File: config.mk
export PLATFORM = sky130hd
export DESIGN_NAME = lz77_stream_arbiter
export DESIGN_NICKNAME = d
export VERILOG_FILES = /design/src/rtl/lz77_stream_arbiter.sv
export SDC_FILE = /design/constraint.sdc
export NUM_CORES = 1
export LEC_CHECK = 0
export BUFFER_PORTS_ARGS = -buffer_cell sky130_fd_sc_hd__buf_2
export CORE_ASPECT_RATIO = 0.75
export CORE_UTILIZATION = 30
export DETAILED_ROUTE_END_ITERATION = 6
export REMOVE_ABC_BUFFERS = 1
export SLEW_MARGIN = 10
export SYNTH_ARGS = -nofsm -noshare
export SYNTH_HDL_FRONTEND = slang
export SYNTH_SLANG_ARGS = --single-unit
File: constraint.sdc
create_clock -name clk -period 4 [get_ports clk]
set_input_delay 0.8 -clock clk [delete_from_list [all_inputs] [get_ports clk]]
set_output_delay 0.8 -clock clk [all_outputs]
set_load 0.01 [all_outputs]
File: src/rtl/lz77_stream_arbiter.sv
// lz77_stream_arbiter: hands one LZ77 encoder to NCH byte streams round-robin,
// one block (payload + zero pad) at a time, and tags encoder output with the owning channel.
module lz77_stream_arbiter #(
    parameter int NCH       = 4,
    parameter int BLOCK_LEN = 4096,
    parameter int PAD_LEN   = 16,
    parameter int TIMEOUT   = 65535,
    localparam int CW       = $clog2(NCH)
) (
    input  logic             clk,
    input  logic             rst_n,
    input  logic [NCH-1:0]   req_valid,
    input  logic [8*NCH-1:0] req_data,
    output logic [NCH-1:0]   req_ready,
    input  logic             enc_i_rdy,
    output logic             enc_i_en,
    output logic [7:0]       enc_i_data,
    input  logic             enc_o_en,
    input  logic [7:0]       enc_o_data,
    input  logic             enc_finish,
    output logic             out_valid,
    output logic [7:0]       out_data,
    output logic [CW-1:0]    out_ch,
    output logic             out_last,
    output logic             busy,
    output logic             err
);
    localparam int TW = $clog2(TIMEOUT + 1);

    typedef enum logic [2:0] {IDLE, FEED, PAD, DRAIN, RELEASE} state_t;

    state_t        state, state_nxt;
    logic [CW-1:0] grant, last_grant, pick;
    logic [CW:0]   idx;
    logic [12:0]   byte_cnt;
    logic [TW-1:0] tcnt;
    logic          acc, fwd;

    always_comb begin
        state_nxt  = state;
        pick       = '0;
        idx        = '0;
        req_ready  = '0;
        enc_i_en   = 1'b0;
        enc_i_data = '0;
        acc        = 1'b0;
        fwd        = state inside {FEED, PAD, DRAIN};
        // walk downwards so the nearest channel after last_grant wins
        for (int i = NCH; i >= 1; i--) begin
            idx = (CW+1)'(last_grant) + (CW+1)'(i);
            if (idx >= (CW+1)'(NCH)) idx = idx - (CW+1)'(NCH);
            if (req_valid[idx[CW-1:0]]) pick = idx[CW-1:0];
        end
        case (state)
            IDLE: if (!enc_finish && |req_valid) state_nxt = FEED;
            FEED: begin
                req_ready[grant] = enc_i_rdy;
                enc_i_en         = req_valid[grant] & enc_i_rdy;
                enc_i_data       = req_data[{grant, 3'b000} +: 8];
                acc              = enc_i_en;
                if (enc_finish) state_nxt = RELEASE;
                else if (acc && byte_cnt == 13'(BLOCK_LEN - 1)) state_nxt = PAD;
            end
            PAD: begin
                enc_i_en = enc_i_rdy;
                acc      = enc_i_rdy;
                if (enc_finish) state_nxt = RELEASE;
                else if (acc && byte_cnt == 13'(PAD_LEN - 1)) state_nxt = DRAIN;
            end
            DRAIN: if (enc_finish || tcnt == TW'(TIMEOUT - 1)) state_nxt = RELEASE;
            RELEASE: if (!enc_finish) state_nxt = IDLE;
            default: state_nxt = IDLE;
        endcase
    end

    always_ff @(posedge clk or negedge rst_n) begin
        if (!rst_n) begin
            state      <= IDLE;
            grant      <= '0;
            last_grant <= CW'(NCH - 1);
            byte_cnt   <= '0;
            tcnt       <= '0;
            err        <= 1'b0;
            out_valid  <= 1'b0;
            out_data   <= '0;
            out_ch     <= '0;
            out_last   <= 1'b0;
        end else begin
            state <= state_nxt;
            if (state == IDLE && state_nxt == FEED) grant <= pick;
            byte_cnt <= (state_nxt != state) ? '0 : acc ? byte_cnt + 13'd1 : byte_cnt;
            tcnt     <= (state == DRAIN && state_nxt == DRAIN) ? tcnt + 1'b1 : '0;
            if (state == DRAIN && !enc_finish && tcnt == TW'(TIMEOUT - 1)) err <= 1'b1;
            if (state == RELEASE && !enc_finish) last_grant <= grant;
            // in RELEASE the encoder may keep o_en high; none of it belongs to the block
            out_valid <= fwd & enc_o_en;
            out_last  <= fwd & enc_o_en & enc_finish;
            if (fwd && enc_o_en) begin
                out_data <= enc_o_data;
                out_ch   <= grant;
            end
        end
    end

    assign busy = state != IDLE;
endmodule

==> run summary <==
Syn Area/Cell: 9.90 um^2
run status: finished, final reports clean
Most used DFF post-synth: dfrtp_1
gr ovfl total: 0
clock transition at the registers of the reported paths: 0.06 ns
vias: 2265
Placed Cells: 449
Multi-input gate area: 1390 um^2
worst hold path stage count: 2
commonest cells in the netlist: dfrtp_1 (47), nand2_1 (40), nor2_1 (38)
Psw: 0.000588 W
fin cells: 457
top cells by area, synth: dfrtp_1 (43%), nand2_1 (5.5%), nor2_1 (5.2%)
Max clock buf depth: 2
Hold Violations, Final: 0
DRT Wirelength: 6.04 mm
Hold Crit Class: reg2reg
min-delay src: out_data[2]$_DFFE_PN0P_
fin area: 3370 um^2
utilization after layout: 0.390
Leak: 1.59 nW
vias in the first global route: 2231
sequential share of power: 0.408
layout overhead on the synthesized area: 23.2%
Vias/cell: 4.96
Max-Slew Margin vs Limit: 0.383
CTS buffer count: 5
most common cell in the netlist: dfrtp_1
DPL Wire Length: 4.50 mm
Crit path arrival time: 2.35 ns
Post-synth EDFFs: 0
first-pass GRT wire length: 10.4 mm
Critical Path Start Type: register
Worst EP required: 3.20 ns
register area: 1230 um^2
Clock power frac: 0.277
Comb pwr share: 0.315
worst reg2reg endpoint: byte_cnt[1]$_DFFE_PN0P_
core area: 8640 um^2
FF+latch count, synth: 49
DIE AREA: 9500 um^2
initial DRC count: 89
Max Fclk: 318 MHz
Yosys cell types: 44
WL per Instance: 13.2 um
Mapped Cells: 276
Die H: 84.7 um
Max rail drop VDD: 0.221 mV
setup_tns: 0 ns
# IOs: 76
register-to-register setup slack: 1.57 ns
largest family of logic cells by synthesized area: simple AND/OR/NAND/NOR gates
cells on worst reg2reg path: 5
CTS Sinks: 49
Final Critical Period: 3.15 ns
count of final setup violators: 0
Initial Utilization: 0.316
row count: 29
router iterations before antenna repair: 6
cell accounting for the most synthesized area: dfrtp_1
reg2reg start: grant[0]$_DFFE_PN0P_
ANT cells: 0
CTS Root Cell: clkbuf_16
start-to-end type of the worst setup path: reg2out
# Post-CTS Setup Buffers: 0
RSZ-0062 raised after global routing: false
Port Buffer Count: 75
# resized after CTS: 0
share of the synthesized area in the top cell type: 0.430
hold endpoint: out_data[2]$_DFFE_PN0P_
final hold slack: 0.477 ns
clock latency at the later pin of the worst-skew pair: 0.29 ns
GP Congestion: 0.776
CTS Hold Buffers Added: 0
Worst Clk Skew: 0.00555 ns
Crit Path Max Fanout: 15
post-synthesis sequential area ratio: 0.450
drc violations: 0
Synth Area in Compound Gates: 0.0618
share of layout cells above drive strength 1: 0.281
largest net degree at the start of global routing: 30
CP endpoint kind: output pin
All-Layer GR Usage: 0.135
fillers: 882
synthesized cell area: 2730 um^2
Yosys Warn Count: 0
Pint: 0.00118 W
mux cell area share after synthesis: 0.0952
area share of xor/xnor cells in the synthesized design: 0.0833
Sw Share: 0.333
Chip Width: 112 um
Slew Limit Fails: 0
FFs w/ async S/R, synth: 1.00
post-synthesis simple-gate area fraction: 0.256
Final nets: 400
worst slew pin tran: 0.921 ns
synthesized-area fraction occupied by adder cells: 0.0137
pwr dens: 524 nW/um^2
Final period util: 0.786
initial antenna violation count: 0
max cap viols: 0
CTS tree: done
Area after DPL: 3190 um^2
CTS H-tree lvls: 2
post-route ant nets: 0
## cell type report
class,instances,share of cell area
clock buffers,7,0.0424
clock inverters,1,0.00892
multi-input cells,203,0.414
flip-flops and latches,49,0.365
well taps,108,0.0401
inverters,12,0.0134
repair buffers,77,0.116
## cells in the final DEF (no fill, tap or decap), types with 2 or more instances in the layout
master     count
nor4_1         4
nand4_1        9
or4_1          3
nand3_1       11
mux4_2         5
o22ai_1        2
xor2_1        10
a21oi_1        6
buf_4          2
dfstp_2        2
o21ai_0        3
nor2_1        38
mux2_2         2
o221ai_1       2
o21a_1         2
buf_2         75
and2_1         2
dfrtp_1       47
clkbuf_16      5
mux2i_1        2
nand2_1       40
nor3_1         8
ha_1           3
inv_1         12
nor3b_1        2
nor4b_1        3
xnor2_1       16
and3_1        10
mux4_1         4
and4_1         2
## stage by stage
step / setup WS (ns) / total power, W
2_1_floorplan: 1.21 / 0.00106
3_3_place_gp: 1.15 / 0.00128
3_5_place_dp: 1.12 / 0.00129
4_1_cts: 0.835 / 0.00179
5_1_grt: 0.711 / 0.00187
6_report: 0.854 / 0.00176
## worst max-delay path by stage
stage / start / endpoint / slack, ns / depth (start not counted)
after global placement: req_valid[3] / enc_i_en / 1.15 / 6
after CTS: grant[0]$_DFFE_PN0P_ / enc_i_en / 0.84 / 5
final: grant[0]$_DFFE_PN0P_ / enc_i_en / 0.85 / 5
after floorplan: req_valid[3] / enc_i_en / 1.21 / 3
after global routing: grant[0]$_DFFE_PN0P_ / enc_i_en / 0.71 / 5
after detailed placement: req_valid[3] / enc_i_en / 1.12 / 6
## registers in the layout, indices dropped and copies added, names as in the netlist
signal / flops
grant: 2
state: 3
err: 1
last_grant: 2
out_valid: 1
out_data: 8
out_last: 1
tcnt: 16
out_ch: 2
byte_cnt: 13
## critical path, stage by stage, from the launching register on
cell,delay [ns]
dfrtp_1,0.77
mux4_2,0.64
a21oi_1,0.18
buf_4,0.20
inv_1,0.11
buf_2,0.15
## layer usage
layer  up-vias  part of all wire  global-route usage  wire length, um
li1       1108                 -                   -                -
met1      1116              0.50               0.187             3010
met2        33              0.46               0.211             2780
met3         8             0.030              0.0274              181
met4         0             0.011              0.0424               68
met5         -                 0                   0                0
## power by group through the flow
stage	sequential, W	clock [W]	combinational (W)
after floorplan	0.000721	0	0.000334
after global placement	0.000724	0	0.000555
after detailed placement	0.000725	0	0.000564
after CTS	0.000719	0.000502	0.000564
after global routing	0.000741	0.000518	0.000613
final	0.000720	0.000488	0.000555
## logic make-up after synthesis
logic type / after synthesis
DFF: 49
muxes: 13
AOI/OAI and AO/OA: 22
buffers and inverters: 24
and+or+nand+nor: 139
xor gates and xnor gates: 26
adders and majority gates: 3
(Power assumes the default switching activity.)
